`config.mk`:
```
export PLATFORM = sky130hd
export DESIGN_NAME = mmio_irq_ctrl_flat
export DESIGN_NICKNAME = d
export VERILOG_FILES = /design/src/rtl/mmio_irq_pkg.sv /design/src/rtl/mmio_irq_ctrl_if.sv /design/src/rtl/mmio_irq_ctrl_irq_debounce.sv /design/src/rtl/mmio_irq_ctrl.sv /design/src/flat_wrapper.sv
export SDC_FILE = /design/constraint.sdc
export NUM_CORES = 1
export LEC_CHECK = 0
export CORE_UTILIZATION = 43
export CTS_CLUSTER_DIAMETER = 60
export DETAILED_ROUTE_END_ITERATION = 10
export PLACE_DENSITY = 0.81
export SLEW_MARGIN = 20
export SYNTH_ARGS = -nofsm -noshare
export SYNTH_HDL_FRONTEND = slang
export SYNTH_HIERARCHICAL = 1
export SYNTH_SLANG_ARGS = --single-unit
```
`constraint.sdc`:
```
create_clock -name clk -period 3.6 [get_ports clk]
set_clock_uncertainty 0.1 [all_clocks]
set_input_delay 0.54 -clock clk [delete_from_list [all_inputs] [get_ports clk]]
set_output_delay 0.54 -clock clk [all_outputs]
set_load 0.01 [all_outputs]
```
`src/rtl/mmio_irq_pkg.sv`:
```
//==============================================================================
// Module : mmio_irq_pkg
// Brief  : Register map, bit positions and debounce state type for mmio_irq_ctrl
// Rev    : 1.0  initial release
//==============================================================================
`default_nettype none

package mmio_irq_pkg;

    localparam logic [2:0] OFF_STATUS = 3'd0;
    localparam logic [2:0] OFF_ACK    = 3'd1;
    localparam logic [2:0] OFF_ENABLE = 3'd2;
    localparam logic [2:0] OFF_COUNT  = 3'd3;
    localparam logic [2:0] OFF_RELOAD = 3'd4;

    localparam int ST_PEND_BIT   = 0;
    localparam int ST_LEVEL_BIT  = 1;
    localparam int ST_TPEND_BIT  = 2;
    localparam int ACK_PEND_BIT  = 0;
    localparam int ACK_TPEND_BIT = 1;

    typedef enum logic [1:0] {
        LOW       = 2'd0,
        WAIT_HIGH = 2'd1,
        HIGH      = 2'd2,
        WAIT_LOW  = 2'd3
    } db_state_e;

endpackage

`default_nettype wire

```
`src/rtl/mmio_irq_ctrl_if.sv`:
```
//==============================================================================
// Module : mmio_irq_ctrl_if
// Brief  : DMEM-side load/store bus between the core and mmio_irq_ctrl
// Rev    : 1.0  initial release
//==============================================================================
`default_nettype none

interface mmio_irq_ctrl_if;
    logic [31:0] bus_addr;
    logic        bus_we;
    logic [31:0] bus_wdata;
    logic [31:0] bus_rdata;

    modport master (output bus_addr, output bus_we, output bus_wdata, input  bus_rdata);
    modport slave  (input  bus_addr, input  bus_we, input  bus_wdata, output bus_rdata);
endinterface

`default_nettype wire

```
`src/rtl/mmio_irq_ctrl_irq_debounce.sv`:
```
//==============================================================================
// Module : irq_debounce
// Brief  : Two-flop synchroniser plus stable-sample debounce FSM with rise pulse
// Rev    : 1.0  initial release
//==============================================================================
`default_nettype none

module irq_debounce
    import mmio_irq_pkg::*;
#(
    parameter logic [15:0] DEBOUNCE_CYCLES = 16'd50000
) (
    input  logic clk,
    input  logic resetn,
    input  logic irq_i,
    output logic level_o,
    output logic rise_o
);

    logic        sync1_q, sync2_q;
    db_state_e   state_q, state_d;
    logic [15:0] cnt_q, cnt_d;

    always_ff @(posedge clk) begin
        if (!resetn) begin
            sync1_q <= 1'b0;
            sync2_q <= 1'b0;
            state_q <= LOW;
            cnt_q   <= 16'd0;
        end else begin
            sync1_q <= irq_i;
            sync2_q <= sync1_q;
            state_q <= state_d;
            cnt_q   <= cnt_d;
        end
    end

    // rise_o is Mealy so pending registers on the same edge the FSM enters HIGH
    always_comb begin
        state_d = state_q;
        cnt_d   = cnt_q;
        rise_o  = 1'b0;
        case (state_q)
            LOW: begin
                if (sync2_q) begin
                    state_d = WAIT_HIGH;
                    cnt_d   = 16'd1;
                end
            end
            WAIT_HIGH: begin
                if (!sync2_q) begin
                    state_d = LOW;
                end else if (cnt_q == DEBOUNCE_CYCLES) begin
                    state_d = HIGH;
                    rise_o  = 1'b1;
                end else begin
                    cnt_d = cnt_q + 16'd1;
                end
            end
            HIGH: begin
                if (!sync2_q) begin
                    state_d = WAIT_LOW;
                    cnt_d   = 16'd1;
                end
            end
            WAIT_LOW: begin
                if (sync2_q) begin
                    state_d = HIGH;
                end else if (cnt_q == DEBOUNCE_CYCLES) begin
                    state_d = LOW;
                end else begin
                    cnt_d = cnt_q + 16'd1;
                end
            end
            default: state_d = LOW;
        endcase
    end

    assign level_o = (state_q == HIGH) || (state_q == WAIT_LOW);

endmodule

`default_nettype wire

```
`src/rtl/mmio_irq_ctrl.sv`:
```
//==============================================================================
// Module : mmio_irq_ctrl
// Brief  : MMIO push-button interrupt source (STATUS/ACK/ENABLE/COUNT registers)
//          Optional periodic timer with RELOAD register when IRQ_TIMER_EN is defined
// Rev    : 1.0  initial release
//==============================================================================
`default_nettype none

module mmio_irq_ctrl
    import mmio_irq_pkg::*;
#(
    parameter logic [31:0] BASE_ADDR       = 32'h0000_4000,
    parameter logic [15:0] DEBOUNCE_CYCLES = 16'd50000,
    parameter int          CNT_W           = 16
) (
    input  logic           clk,
    input  logic           resetn,
    input  logic           irq_in,
    mmio_irq_ctrl_if.slave bus,
    output logic           int_out,
    output logic           int_pending
);

    logic             level, rise, hit, tpend, event_ok;
    logic [2:0]       off;
    logic             wr_ack, wr_en, wr_cnt;
    logic             pend_q, pend_d, en_q, en_d, int_q, int_d;
    logic [CNT_W-1:0] cnt_q, cnt_d;
    logic             unused_bits;

    irq_debounce #(
        .DEBOUNCE_CYCLES(DEBOUNCE_CYCLES)
    ) u_debounce (
        .clk    (clk),
        .resetn (resetn),
        .irq_i  (irq_in),
        .level_o(level),
        .rise_o (rise)
    );

`ifdef IRQ_TIMER_EN
    assign hit = (bus.bus_addr[31:5] == BASE_ADDR[31:5]);
    assign off = bus.bus_addr[4:2];
`else
    assign hit = (bus.bus_addr[31:4] == BASE_ADDR[31:4]);
    assign off = {1'b0, bus.bus_addr[3:2]};
`endif

    assign wr_ack      = bus.bus_we && hit && (off == OFF_ACK);
    assign wr_en       = bus.bus_we && hit && (off == OFF_ENABLE);
    assign wr_cnt      = bus.bus_we && hit && (off == OFF_COUNT);
    assign event_ok    = rise && en_q;
    assign unused_bits = ^{bus.bus_addr[1:0], bus.bus_wdata[31:1]};

    // A new event beats a simultaneous ACK; a COUNT write beats a new event
    always_comb begin
        pend_d = pend_q;
        en_d   = en_q;
        cnt_d  = cnt_q;
        if (event_ok) begin
            pend_d = 1'b1;
        end else if (wr_ack && bus.bus_wdata[ACK_PEND_BIT]) begin
            pend_d = 1'b0;
        end
        if (wr_cnt) begin
            cnt_d = '0;
        end else if (event_ok) begin
            cnt_d = cnt_q + CNT_W'(1);
        end
        if (wr_en) begin
            en_d = bus.bus_wdata[0];
        end
        int_d = (pend_q | tpend) & en_q;
    end

    always_ff @(posedge clk) begin
        if (!resetn) begin
            pend_q <= 1'b0;
            en_q   <= 1'b0;
            cnt_q  <= '0;
            int_q  <= 1'b0;
        end else begin
            pend_q <= pend_d;
            en_q   <= en_d;
            cnt_q  <= cnt_d;
            int_q  <= int_d;
        end
    end

`ifdef IRQ_TIMER_EN
    logic [31:0] reload_q, reload_d, tcnt_q, tcnt_d;
    logic        tpend_q, tpend_d, tfire;
    logic        wr_rel;

    assign wr_rel = bus.bus_we && hit && (off == OFF_RELOAD);

    always_comb begin
        reload_d = reload_q;
        tcnt_d   = tcnt_q;
        tfire    = 1'b0;
        if (wr_rel) begin
            reload_d = bus.bus_wdata;
            tcnt_d   = bus.bus_wdata;
        end else if (reload_q != 32'd0) begin
            if (tcnt_q == 32'd1) begin
                tcnt_d = reload_q;
                tfire  = 1'b1;
            end else begin
                tcnt_d = tcnt_q - 32'd1;
            end
        end
        tpend_d = tfire | (tpend_q & ~(wr_ack & bus.bus_wdata[ACK_TPEND_BIT]));
    end

    always_ff @(posedge clk) begin
        if (!resetn) begin
            reload_q <= 32'd0;
            tcnt_q   <= 32'd0;
            tpend_q  <= 1'b0;
        end else begin
            reload_q <= reload_d;
            tcnt_q   <= tcnt_d;
            tpend_q  <= tpend_d;
        end
    end

    assign tpend = tpend_q;
`else
    assign tpend = 1'b0;
`endif

    always_comb begin
        bus.bus_rdata = 32'd0;
        if (hit) begin
            case (off)
                OFF_STATUS: begin
                    bus.bus_rdata[ST_PEND_BIT]  = pend_q;
                    bus.bus_rdata[ST_LEVEL_BIT] = level;
                    bus.bus_rdata[ST_TPEND_BIT] = tpend;
                end
                OFF_ENABLE: bus.bus_rdata[0] = en_q;
                OFF_COUNT:  bus.bus_rdata    = 32'(cnt_q);
`ifdef IRQ_TIMER_EN
                OFF_RELOAD: bus.bus_rdata    = reload_q;
`endif
                default:    bus.bus_rdata    = 32'd0;
            endcase
        end
    end

    assign int_out     = int_q;
    assign int_pending = pend_q;

endmodule

`default_nettype wire

```
`src/flat_wrapper.sv`:
```
// flat-port wrapper written by rule: the top's interface ports become plain ports
module mmio_irq_ctrl_flat import mmio_irq_pkg::*;
#(
    parameter logic [31:0] BASE_ADDR       = 32'h0000_4000,
    parameter logic [15:0] DEBOUNCE_CYCLES = 16'd50000,
    parameter int          CNT_W           = 16
)
  (clk, resetn, irq_in, int_out, int_pending, bus_bus_addr, bus_bus_we, bus_bus_wdata, bus_bus_rdata);
  mmio_irq_ctrl_if bus_i ();
  input  logic clk;
  input  logic resetn;
  input  logic irq_in;
  output logic int_out;
  output logic int_pending;
  input wire logic [$bits(bus_i.bus_addr)-1:0] bus_bus_addr;
  input wire logic [$bits(bus_i.bus_we)-1:0] bus_bus_we;
  input wire logic [$bits(bus_i.bus_wdata)-1:0] bus_bus_wdata;
  output wire logic [$bits(bus_i.bus_rdata)-1:0] bus_bus_rdata;
  assign bus_i.bus_addr = bus_bus_addr;
  assign bus_i.bus_we = bus_bus_we;
  assign bus_i.bus_wdata = bus_bus_wdata;
  assign bus_bus_rdata = bus_i.bus_rdata;
  mmio_irq_ctrl #(.BASE_ADDR(BASE_ADDR), .DEBOUNCE_CYCLES(DEBOUNCE_CYCLES), .CNT_W(CNT_W)) u_core (.clk(clk), .resetn(resetn), .irq_in(irq_in), .bus(bus_i), .int_out(int_out), .int_pending(int_pending));
endmodule
```
; ---- Yosys cells after proc, flatten, opt, wreduce, memory -nomap -nowiden
; Index checks and enable logic that the tools add are counted.
[totals]
regBits = 39
mem_count = 0
latchBits = 0
elab_cells = 61
mem_bits_ro = 0
out_inout_bits = 34
mem_bits_rw = 0
[op_classes]
order_cmp = 0
shift = 0
n_reduce_logical = 13
addsub = 2
div = 0
n_mux = 22
bitwise = 2
n_eq_ne = 14
multipliers = 0
[op_table]
columns = operator, n
row1 = two-way mux 16 bit, 5
row2 = one-hot mux 16 bit (4 select lines), 1
row3 = "adder 16 x 1 -> 16 bit, second input constant", 2
row4 = two-way mux 32 bit, 1
row5 = "== test 28 x 11 -> 1 bit, second input constant", 1
row6 = "== test 16 bit, second input constant", 1
row7 = two-way mux 13 bit, 1
row8 = two-way mux 2 bit, 6
row9 = "== test 2 bit, second input constant", 4
row10 = "!= test 2 bit, second input constant", 4
row11 = one-hot mux 2 bit (4 select lines), 1
row12 = AND reduction 4 bit, 2
row13 = logical AND 1 bit, 6
row14 = "!= test 3 bit, second input constant", 2
row15 = two-way mux 1 bit, 5
row16 = "== test 2 x 1 -> 1 bit, second input constant", 2
row17 = one-hot mux 2 bit (2 select lines), 1
row18 = logical NOT 3 bit, 1
row19 = one-hot mux 1 bit (3 select lines), 1
row20 = logical NOT 2 bit, 1
row21 = nonzero test 2 bit, 1
row22 = OR reduction 2 bit, 1
row23 = bitwise AND 1 bit, 1
row24 = logical OR 1 bit, 1
row25 = NOT 1 bit, 1

; ---- Depth between registers and ports, before layout
; Gate-level depths: netlist of run 1.
[logic_depth]
word_depth = 6
ltp_mapped = 10
depth_no_buf = 10

; ---- Cells and area by module
; Netlist of run 1, hierarchy kept.
[modules_own_cells]
columns = module, cells_per_inst, area_each_um2, seq_area_each_um2, instances
row1 = mmio_irq_ctrl, 154, 1262.5, 380.4, 1
row2 = irq_debounce, 146, 1179.9, 400.4, 1

; ---- Worst setup path before layout of run 1
; No wires, ideal clock.
[synth_path]
path_kind = reg-to-reg
from = register u_core.u_debounce.cnt_q[2]
to = register u_core.cnt_q[15]
path_slack_ps = 320
stages_incl_launch_ff = 10
setup_ps = 70
period_less_slack_ps = 3280
t_required_ps = 3430
path_buffers = 1
arrival_time_ps = 3111
path_cell_list = dfxtp_1 -> buf_6 -> or4bb_1 -> nor4_1 -> nand2_1 -> nor3b_1 -> nand3_2 -> or4_4 -> or3_1 -> a21oi_1
[synth_between]
elab_chain_len = 5
[synth_rtl]
columns = element, line_no
row1 = "start, declared", mmio_irq_ctrl_irq_debounce.sv:22  ; logic [15:0] cnt_q, cnt_d;
row2 = "start signal, assigned", mmio_irq_ctrl_irq_debounce.sv:34  ; cnt_q <= cnt_d;
row3 = == test 16 bit, mmio_irq_ctrl_irq_debounce.sv:53  ; end else if (cnt_q == DEBOUNCE_CYCLES) begin
row4 = two-way mux 1 bit, mmio_irq_ctrl_irq_debounce.sv:53
row5 = two-way mux 1 bit, mmio_irq_ctrl_irq_debounce.sv:51  ; if (!sync2_q) begin
row6 = two-way mux 1 bit, mmio_irq_ctrl_irq_debounce.sv:43  ; case (state_q)
row7 = via u_core.rise, mmio_irq_ctrl.sv:24  ; logic level, rise, hit, tpend, event_ok;
row8 = logical AND 1 bit, mmio_irq_ctrl.sv:52  ; assign event_ok = rise && en_q;
row9 = "end signal, assigned", mmio_irq_ctrl.sv:85  ; cnt_q <= cnt_d;
row10 = "end, declared", mmio_irq_ctrl.sv:28  ; logic [CNT_W-1:0] cnt_q, cnt_d;
; The timed path passes the listed nets, and every way through them passes these cells.
; A chain may end at the register's enable or synchronous reset.

; ---- Final worst setup path of run 1
[layout_path]
from = register u_core.u_debounce.cnt_q[10]
to = register u_core.cnt_q[15]
; Same word-level chain as after synthesis.

==> qor.csv, run 1 <==
stage;metric;value;unit
outcome;status;completed;
clock_tree;CTS tree;built;
yosys;area of the mapped netlist;2440;µm²
power;VDD IR-drop max;0.156;mV
global_route;first-pass GRT wire length;9520;µm
clock_tree;CTS Buf Count;5;
timing;setup TNS;0;ns
global_route;grt total ovfl;0;
timing;final setup fails;0;
detailed_routing;DRT iter0 DRCs;182;
detailed_routing;DRC;0;
yosys;Yosys reg bits;39;
placed_design;Post-DP HPWL;4120;µm
cells_and_area;number of fill cells in the layout;478;
power;cell area power density;284;nW/µm²
die;I/O pin total;102;
clock_tree;Post-CTS Setup Bufs;0;
cells_and_area;Layout area overhead;25.7;%
yosys;synth top area cells;dfxtp_1 32%, buf_4 4.9%, and2_1 4.1%;
clock_tree;clk_lat worst skew;0.29;ns
clock_tree;CTS Root Cell;clkbuf_8;
yosys;EDFF count, synth;0;
clock_tree;clock tree buffer depth;2;
critical_path;crit path kind;flip-flop to flip-flop;
critical_path;crit end category;flip-flop;
critical_path;startpoint types;flip-flop;
timing;unrepaired setup endpoints after global routing;no;
timing;Slew HR;41.3;%
die;Initial Util;44.4;%
clock_tree;H-tree depth;2;
global_route;Tot GR Track Use;19.1;%
critical_path;worst-path fanout max;7;
detailed_routing;via density per instance;5.58;
yosys;Syn Inst Count;300;
critical_path;Crit Reg-Reg Endpoint;u_core/cnt_q[15]$_SDFFE_PP0P_;
placed_design;DP Area;2950;µm²
cells_and_area;Ant. Diodes;0;
clock_tree;CTS Sinks;39;
timing;Final Max Tran Viols;0;
timing;Max Freq;0.306;GHz
global_route;pin count of the biggest net entering global routing;19;
hold_path;Hold Path Depth;1;
detailed_routing;WL per Instance;13.2;µm
detailed_routing;ANT nets after route;0;
timing;Period minus WS final;3.27;ns
critical_path;Reg2Reg Depth;9;
yosys;Synth top area share;32.0;%
yosys;Ys Warns;6;
yosys;unique cell type count in the Yosys netlist;55;
detailed_routing;vias;2362;
timing;Final Hold Viols;0;
critical_path;reg2reg setup slack;0.33;ns
yosys;cell taking the most area after synthesis;dfxtp_1;
die;Die Y;77.4;µm
hold_path;Hold Path Origin;u_core/u_debounce/sync1_q$_SDFF_PN0_;
global_route;initial antenna violation count;0;
hold_path;worst min path class;flip-flop to flip-flop;
clock_tree;Clock Pin Slew Worst Setup and Hold Paths;0.09;ns
placed_design;Final GP Congestion;0.858;
critical_path;worst r2r src;u_core/u_debounce/cnt_q[10]$_SDFFE_PN0P_;
cells_and_area;design area;3070;µm²
timing;period utilisation layout;90.9;%
cells_and_area;layout cells sized above 1;7.12;%
placed_design;# placed instances;415;
yosys;Synth top cells by count;39 x dfxtp_1, 23 x nand2_1, 17 x inv_1, 17 x nand3_1;
detailed_routing;WL final;5580;µm
global_route;vias in the first global route;2086;
cells_and_area;Nets;426;
yosys;Seq/Total Area, Yosys;32.0;%
die;FP Rows;27;
die;die width;77.4;µm
placed_design;PortBufs;52;
critical_path;Worst Setup SP;u_core/u_debounce/cnt_q[10]$_SDFFE_PN0P_;
yosys;FFs w/ async S/R, synth;0;%
yosys;Post-Syn Area per Cell;8.14;µm²
power;LEAKAGE;1.03;nW
cells_and_area;Post-Layout Cell Count;423;
hold_path;Worst Hold End;u_core/u_debounce/sync2_q$_SDFF_PN0_;
flow_run;Max Cap Viol;0;
detailed_routing;TritonRoute pass-1 iters;5;
die;die area;5990;µm²
critical_path;Worst EP arrival;3.40;ns
timing;slew at the pin closest to its max-slew limit;0.874;ns
critical_path;critical path data required time;3.73;ns
die;Core ar.;5510;µm²
yosys;ys flop type;dfxtp_1;
yosys;top-count cell post-synth;dfxtp_1;
how the worst max path moves through the flow:
| stage | end | slack (ns) | depth (start not counted) |
|---|---|---|---|
| global route | u_core/cnt_q[13]$_SDFFE_PP0P_ | 0.11 | 9 |
| detailed placement | u_core/cnt_q[15]$_SDFFE_PP0P_ | 0.24 | 9 |
| floorplan | u_core/cnt_q[15]$_SDFFE_PP0P_ | 0.32 | 9 |
| finish | u_core/cnt_q[15]$_SDFFE_PP0P_ | 0.33 | 9 |
| CTS | u_core/cnt_q[15]$_SDFFE_PP0P_ | 0.21 | 9 |
| global placement | u_core/cnt_q[13]$_SDFFE_PP0P_ | 0.30 | 9 |
per-stage QoR:
step	setup slack, ns	util [%]	hold WS [ns]	power, W
6_report	0.327	55.8	0.335	0.000871
5_1_grt	0.109	55.8	0.345	0.000904
4_1_cts	0.211	55.7	0.336	0.000879
3_5_place_dp	0.241	53.6	0.318	0.000515
3_3_place_gp	0.296	53.6	0.317	0.000514
2_1_floorplan	0.320	-	0.312	0.000484
power breakdown:
group          internal, W  leakage [nW]  switching (W)
sequential        0.000433         0.315     0.00000275
combinational    0.0000392         0.660      0.0000304
clock             0.000206        0.0581       0.000159
total             0.000679          1.03       0.000192
per-layer routing:
layer / vias up / wire (µm) / track usage (%)
met5: - / 0 / 0
met4: 0 / 41 / 5.85
met3: 4 / 217 / 3.65
met2: 76 / 2730 / 31.4
met1: 1123 / 2600 / 25.2
li1: 1159 / - / -
state kept, by name (all words and copies together) (netlist names), named ones only:
name                       flops
u_core/u_debounce/state_q      1
u_core/u_debounce/cnt_q       16
u_core/u_debounce/sync2_q      1
u_core/int_pending             1
u_core/int_out                 1
u_core/u_debounce/sync1_q      1
u_core/en_q                    1
u_core/cnt_q                  16
worst max-delay path, cell delays in order (launching register included):
cell and delay [ns]:
dfxtp_1 0.37, or4_1 0.58, nor4_1 0.34, buf_4 0.18
nand2_1 0.07, nor3b_2 0.30, nand3_2 0.15, or4_4 0.60
or3_1 0.37, a21oi_1 0.15
cells by family (layout without fill, tap and decap cells):
group	count (synthesis)	count (layout)	synth area share (%)
multiplexers	2	2	0.820
other	1	16	0.154
XOR/XNOR	13	13	4.66
AND/OR/NAND/NOR	142	142	33.8
adder cells (fa/ha/maj)	8	8	4.10
flip-flops	39	39	32.0
AO/OA/AOI/OAI	49	49	14.0
buffers and inverters	46	82	10.6
cells in the final DEF (no fill, tap or decap), drive strengths merged, types with 3 or more instances in the layout:
cell type	Yosys	layout
buf	21	5
xor2	6	6
inv	17	17
clkdlybuf4s50	0	52
nand2	23	23
and4	5	5
ha	8	8
nor4	11	11
or4	6	6
dfxtp	39	39
xnor2	7	7
a21oi	10	10
o21ai	14	14
nor3	13	13
a31oi	4	4
nand3	18	18
nor2	15	15
and2	18	18
o211ai	6	6
nand4	12	12
or3	5	5
nand4b	5	5
and3	3	3
clkbuf	8	5
conb	1	16
what timing repair did:
action                     CTS  global route
gates resized for setup      0             1
setup endpoints to repair    0             2
hold buffers                 0             0
area by class of cell:
cell class / count / area (µm²) / area share [%]
clock inverter: 3 / 43.8 / 1.43
clock buffer: 5 / 68.8 / 2.24
inverter: 17 / 63.8 / 2.08
multi-input combinational: 230 / 1470 / 47.7
timing repair buffer: 57 / 558 / 18.2
sequential: 39 / 781 / 25.4
tap: 72 / 90.1 / 2.93
Power figures use the tool's default switching activity.
==> run 2: changes to the inputs <==
PLACE_DENSITY = 0.88   (was 0.81)
==> qor.csv, run 2 (same netlist as run 1, synthesis figures left out) <==
stage;metric;value;unit
outcome;status;completed;
detailed_routing;ANT nets after route;0;
die;die width;77.4;µm
critical_path;crit-path cells;clkdlybuf4s50_1, nor4_1, nand4_1, or2_2, nor3_1, clkdlybuf4s50_1;
power;LEAKAGE;1.03;nW
timing;setup TNS;0;ns
global_route;vias in the first global route;2213;
critical_path;crit end category;output port;
global_route;pin count of the biggest net entering global routing;19;
power;cell area power density;286;nW/µm²
timing;Final Max Tran Viols;0;
detailed_routing;DRT iter0 DRCs;155;
placed_design;Post-DP HPWL;4140;µm
placed_design;PortBufs;52;
timing;Slew HR;37.0;%
clock_tree;CTS Sinks;39;
global_route;Tot GR Track Use;20.1;%
critical_path;startpoint types;input port;
detailed_routing;DRC;0;
detailed_routing;top sig layer;met4;
power;Pint;0.000679;W
critical_path;reg2reg setup slack;0.25;ns
clock_tree;Post-CTS Setup Bufs;0;
detailed_routing;vias;2352;
die;Die Y;77.4;µm
clock_tree;Post-CTS Resized;0;
critical_path;Reg2Reg Depth;9;
critical_path;crit-path max cell delay;0.57;ns
critical_path;crit path kind;input port to output port;
flow_run;Max Cap Viol;0;
timing;Max Freq;0.296;GHz
die;I/O pin total;102;
cells_and_area;biggest regs;u_core/cnt_q x16, u_core/u_debounce/cnt_q x16;
die;Core ar.;5510;µm²
critical_path;slowest stage cell, crit path;clkdlybuf4s50_1;
cells_and_area;Nets;426;
timing;unrepaired setup endpoints after global routing;no;
timing;slew at the pin closest to its max-slew limit;0.942;ns
detailed_routing;met3 wire length;281;µm
cells_and_area;Ant. Diodes;0;
die;Initial Util;44.4;%
cells_and_area;Layout area overhead;25.5;%
critical_path;worst-path fanout max;5;
clock_tree;H-tree depth;2;
global_route;initial antenna violation count;0;
critical_path;Worst Setup SP;bus_bus_addr[13];
clock_tree;clk_lat worst skew;0.30;ns
timing;final setup fails;0;
hold_path;worst min path class;flip-flop to flip-flop;
critical_path;Crit Reg-Reg Endpoint;u_core/cnt_q[13]$_SDFFE_PP0P_;
die;die area;5990;µm²
clock_tree;Hold Buf Count CTS;0;
clock_tree;Clock Pin Slew Worst Setup and Hold Paths;0.08;ns
detailed_routing;WL per Instance;13.4;µm
detailed_routing;wl on met1;2450;µm
power;Sw Pwr;0.000197;W
global_route;grt total ovfl;0;
critical_path;Worst EP arrival;2.74;ns
power;VDD IR-drop max;0.137;mV
power;switch share;22.5;%
detailed_routing;met2 wire len;2800;µm
timing;Hold Worst Slack;0.353;ns
power;Reg power frac;49.7;%
timing;Final Hold Viols;0;
power;Clock power frac;42.2;%
clock_tree;CTS tree;built;
global_route;first-pass GRT wire length;9770;µm
power;Comb pwr share;8.1;%
placed_design;Final GP Congestion;0.843;
critical_path;critical path data required time;2.96;ns
timing;period utilisation layout;94.0;%
clock_tree;CTS Root Cell;clkbuf_8;
clock_tree;clock tree buffer depth;2;
detailed_routing;WL final;5650;µm
cells_and_area;layout cells sized above 1;6.84;%
critical_path;cell repeated most along the worst path;clkdlybuf4s50_1;
critical_path;worst r2r src;u_core/u_debounce/cnt_q[8]$_SDFFE_PN0P_;
die;FP Rows;27;
timing;Period minus WS final;3.38;ns
cells_and_area;most frequent cells in the layout;52 x clkdlybuf4s50_1, 39 x dfxtp_1, 23 x nand2_1;
clock_tree;CTS Buf Count;5;
detailed_routing;TritonRoute pass-1 iters;6;
critical_path;Setup crit end;bus_bus_rdata[0];
cells_and_area;commonest non-fill, non-tap cell in the layout;clkdlybuf4s50_1;
detailed_routing;via density per instance;5.56;
==> run 2: cell types whose count changed in the layout (fill, tap and decap cells not counted) <==
cell and change:
nor3b_2 -1, nor3b_1 +1
==> run 2: worst max-delay path: cells and delay by family <==
| family | cells | cell delay (ns) |
|---|---|---|
| buffers and inverters | 2 | 0.99 |
| and+or+nand+nor | 4 | 1.22 |
==> run 2: metal layers <==
layer  vias to the layer above  global-route usage (%)
li1                       1163                       -
met1                      1098                    24.3
met2                        81                    34.8
met3                        10                    4.35
met4                         0                    7.74
met5                         -                       0
==> run 2: metrics by stage <==
step	instances	worst slack, ns	cell area, µm²	utilization [%]	power (W)
3_5_place_dp	415	0.205	2950	53.6	0.000516
4_1_cts	423	0.184	3070	55.7	0.000879
6_report	423	0.217	3070	55.7	0.000876
5_1_grt	423	0.0227	3070	55.7	0.000910
2_1_floorplan	315	0.320	2500	-	0.000484
3_3_place_gp	415	0.261	2950	53.6	0.000514
==> run 2: cell type report <==
cell class                      count  area, µm²
Inverter                           17       63.8
Tap cell                           72       90.1
Sequential cell                    39        781
Clock inverter                      3       43.8
Clock buffer                        5       68.8
Timing Repair Buffer               57        558
Multi-Input combinational cell    230       1460
Fill cell                         484       2440
==> run 2: power by group through the flow <==
stage               logic (W)  clock network, W  registers [W]
finish              0.0000709          0.000369       0.000435
global route        0.0000784          0.000396       0.000436
CTS                 0.0000710          0.000373       0.000435
detailed placement  0.0000707                 0       0.000446
global placement    0.0000688                 0       0.000445
floorplan           0.0000399                 0       0.000444
==> run 2: how the worst min path moves through the flow <==
| stage | start | to | slack (ns) | depth (start not counted) |
|---|---|---|---|---|
| after floorplan | u_core/u_debounce/sync1_q$_SDFF_PN0_ | u_core/u_debounce/sync2_q$_SDFF_PN0_ | 0.31 | 1 |
| after global placement | u_core/u_debounce/sync1_q$_SDFF_PN0_ | u_core/u_debounce/sync2_q$_SDFF_PN0_ | 0.32 | 1 |
| after detailed placement | u_core/u_debounce/sync1_q$_SDFF_PN0_ | u_core/u_debounce/sync2_q$_SDFF_PN0_ | 0.32 | 1 |
| after CTS | u_core/u_debounce/sync1_q$_SDFF_PN0_ | u_core/u_debounce/sync2_q$_SDFF_PN0_ | 0.35 | 1 |
| after global routing | u_core/u_debounce/sync1_q$_SDFF_PN0_ | u_core/u_debounce/sync2_q$_SDFF_PN0_ | 0.37 | 1 |
| final | u_core/u_debounce/sync1_q$_SDFF_PN0_ | u_core/u_debounce/sync2_q$_SDFF_PN0_ | 0.35 | 1 |
==> run 3: changes to the inputs <==
CORE_UTILIZATION = 41   (was 43)
PLACE_DENSITY = 0.87   (was 0.88)
SYNTH_HIERARCHICAL = unset   (was 1)
==> qor.csv, run 3 <==
stage;metric;value;unit
outcome;status;complete, but fails checks;
outcome;violated checks;DRC;
global_route;grt total ovfl;0;
placed_design;DP Worst Slack;0.366;ns
critical_path;worst-path fanout max;7;
clock_tree;Hold Buf Count CTS;0;
global_route;vias in the first global route;1749;
detailed_routing;TritonRoute pass-1 iters;8;
yosys;Synth top area share;36.1;%
timing;Max Freq;0.312;GHz
clock_tree;H-tree depth;2;
cells_and_area;Layout area overhead;29.0;%
timing;Hold Worst Slack;0.343;ns
cells_and_area;biggest regs;u_core.cnt_q x16, u_core.u_debounce.cnt_q x16;
critical_path;slowest stage cell, crit path;clkdlybuf4s50_1;
cells_and_area;design area;2790;µm²
timing;Period minus WS final;3.20;ns
critical_path;critical path data required time;2.96;ns
cells_and_area;Post-Layout Cell Count;379;
critical_path;reg2reg setup slack;1.12;ns
placed_design;DP Area;2700;µm²
clock_tree;CTS Sinks;39;
yosys;Post-Syn Area per Cell;8.52;µm²
critical_path;worst r2r src;u_core.u_debounce.cnt_q[0]$_SDFFE_PN0P_;
hold_path;Hold Path Depth;1;
detailed_routing;via density per instance;4.98;
cells_and_area;multi-input logic area;1250;µm²
clock_tree;clock tree buffer depth;2;
timing;unrepaired setup endpoints after global routing;no;
yosys;Yosys reg bits;39;
critical_path;crit end category;output port;
yosys;main combinational cell family by area after synthesis;simple AND/OR/NAND/NOR gates;
yosys;cell taking the most area after synthesis;dfxtp_1;
yosys;unique cell type count in the Yosys netlist;43;
global_route;Tot GR Track Use;16.8;%
clock_tree;CTS tree;built;
cells_and_area;Ant. Diodes;0;
yosys;Synth Area in Adders;4.63;%
timing;Final Max Tran Viols;0;
yosys;area of the mapped netlist;2160;µm²
detailed_routing;vias;1889;
yosys;Seq/Total Area, Yosys;36.1;%
die;die width;74.6;µm
critical_path;crit path kind;input port to output port;
timing;slew at the pin closest to its max-slew limit;0.762;ns
power;VDD IR-drop max;0.180;mV
detailed_routing;ANT nets after route;0;
yosys;EDFF count, synth;0;
clock_tree;clk_lat worst skew;0.29;ns
die;die area;5570;µm²
critical_path;Worst EP arrival;2.56;ns
cells_and_area;commonest non-fill, non-tap cell in the layout;clkdlybuf4s50_1;
yosys;Ys Warns;0;
critical_path;Crit Reg-Reg Endpoint;u_core.cnt_q[10]$_SDFFE_PP0P_;
cells_and_area;layout cells sized above 1;7.12;%
yosys;Synth top cells by count;39 x dfxtp_1, 33 x nor2_1, 16 x buf_4, 16 x xnor2_1;
timing;setup TNS;0;ns
yosys;multiplexer share of the synthesized area;0.463;%
timing;Final WS setup;0.397;ns
cells_and_area;most frequent cells in the layout;52 x clkdlybuf4s50_1, 39 x dfxtp_1, 33 x nor2_1;
timing;Slew HR;48.7;%
critical_path;worst path bufs/invs;3;
placed_design;PortBufs;52;
power;LEAKAGE;0.999;nW
global_route;pin count of the biggest net entering global routing;19;
cells_and_area;Reg area;781;µm²
global_route;initial antenna violation count;0;
hold_path;worst min path class;flip-flop to flip-flop;
clock_tree;CTS Root Cell;clkbuf_8;
die;I/O pin total;102;
critical_path;delay-heaviest family, CP;buffers and inverters;
critical_path;crit-path cells;clkdlybuf4s50_1, nor4_1, and4_1, nand4_1, buf_4, nor3_1, clkdlybuf4s50_1;
die;Core ar.;5110;µm²
yosys;FFs w/ async S/R, synth;0;%
clock_tree;Clock Pin Slew Worst Setup and Hold Paths;0.08;ns
hold_path;Worst Hold End;u_core.u_debounce.sync2_q$_SDFF_PN0_;
cells_and_area;number of fill cells in the layout;463;
yosys;Syn Inst Count;254;
die;Die Y;74.6;µm
placed_design;# placed instances;371;
yosys;synth top area cells;dfxtp_1 36%, xnor2_1 6.5%, nor2_1 5.7%;
clock_tree;Post-CTS Resized;0;
detailed_routing;WL final;4220;µm
timing;final setup fails;0;
yosys;top-count cell post-synth;dfxtp_1;
detailed_routing;DRT iter0 DRCs;86;
timing;period utilisation layout;89.0;%
yosys;ys flop type;dfxtp_1;
critical_path;crit-path max cell delay;0.60;ns
global_route;first-pass GRT wire length;7190;µm
die;FP Rows;26;
detailed_routing;DRC;1;
placed_design;Final GP Congestion;0.850;
power;cell area power density;285;nW/µm²
clock_tree;CTS Buf Count;5;
die;Initial Util;42.4;%
clock_tree;Post-CTS Setup Bufs;0;
hold_path;Hold Path Origin;u_core.u_debounce.sync1_q$_SDFF_PN0_;
critical_path;Reg2Reg Depth;7;
yosys;Compound-Gate Fraction of Synth Area;5.21;%
yosys;XOR/XNOR Fraction of Synth Area;11.3;%
flow_run;Max Cap Viol;0;
placed_design;Post-DP HPWL;3200;µm
cells_and_area;Nets;384;
critical_path;cell repeated most along the worst path;clkdlybuf4s50_1;
critical_path;startpoint types;input port;
detailed_routing;WL per Instance;11.1;µm
yosys;simple-gate area share of the yosys netlist;33.5;%
timing;Final Hold Viols;0;
-- run 3: changes by cell type after synthesis, moves of 5 or more --
cell,change
nand4b_1,-5
nor2_1,+18
nand2_1,-9
inv_1,-9
o21ai_1,-5
nor3_1,-7
xor2_1,+6
xnor2_1,+9
a21oi_1,-6
-- run 3: where the power goes --
group          internal [W]  switching, W  total [W]
logic             0.0000400     0.0000279  0.0000680
registers          0.000433    0.00000182   0.000435
clock network      0.000135      0.000159   0.000294
-- run 3: worst max path at each step --
stage	from	slack, ns	endpoint	cells past startpoint
final	bus_bus_addr[5]	0.40	bus_bus_rdata[7]	7
after global routing	bus_bus_addr[17]	0.21	bus_bus_rdata[3]	8
after CTS	bus_bus_addr[5]	0.37	bus_bus_rdata[7]	7
after detailed placement	bus_bus_addr[5]	0.37	bus_bus_rdata[4]	8
after global placement	bus_bus_addr[5]	0.39	bus_bus_rdata[7]	7
after floorplan	bus_bus_addr[17]	1.14	bus_bus_rdata[10]	6
-- run 3: per-stage QoR --
step | power, W | util (%)
floorplan | 0.000481 | -
global placement | 0.000511 | 52.9
detailed placement | 0.000513 | 52.9
CTS | 0.000803 | 54.7
global route | 0.000831 | 54.7
finish | 0.000796 | 54.7
-- run 3: final cells by class --
cell class / count / share of cell area [%]
Clock buffer: 5 / 2.47
Tap cell: 70 / 3.14
Timing Repair Buffer: 56 / 19.7
Clock inverter: 3 / 0.717
Inverter: 8 / 1.08
Sequential cell: 39 / 28.0
Multi-Input combinational cell: 198 / 44.9
-- run 3: worst reg2reg max path, delay by kind of cell (launching register included) --
kind,cells,cell delay (ns)
simple gates,4,1.62
compound gates,1,0.14
buf+inv,1,0.07
flops,1,0.35
fa+ha+maj,1,0.16
-- run 3: cell families (layout without fill, tap and decap cells) --
family	count (synthesis)	after routing
buf+inv	32	72
compound gates	17	17
xor+xnor	28	28
other cells	1	16
flops	39	39
simple gates	128	128
fa+ha+maj	8	8
mux	1	1
-- run 3: metal layers --
metal | vias to the layer above | part of all wire [%] | global-route usage [%]
li1 | 953 | - | -
met1 | 856 | 43 | 19.8
met2 | 76 | 50 | 29.4
met3 | 4 | 6.5 | 4.28
met4 | 0 | 0.85 | 5.87
met5 | - | 0 | 0
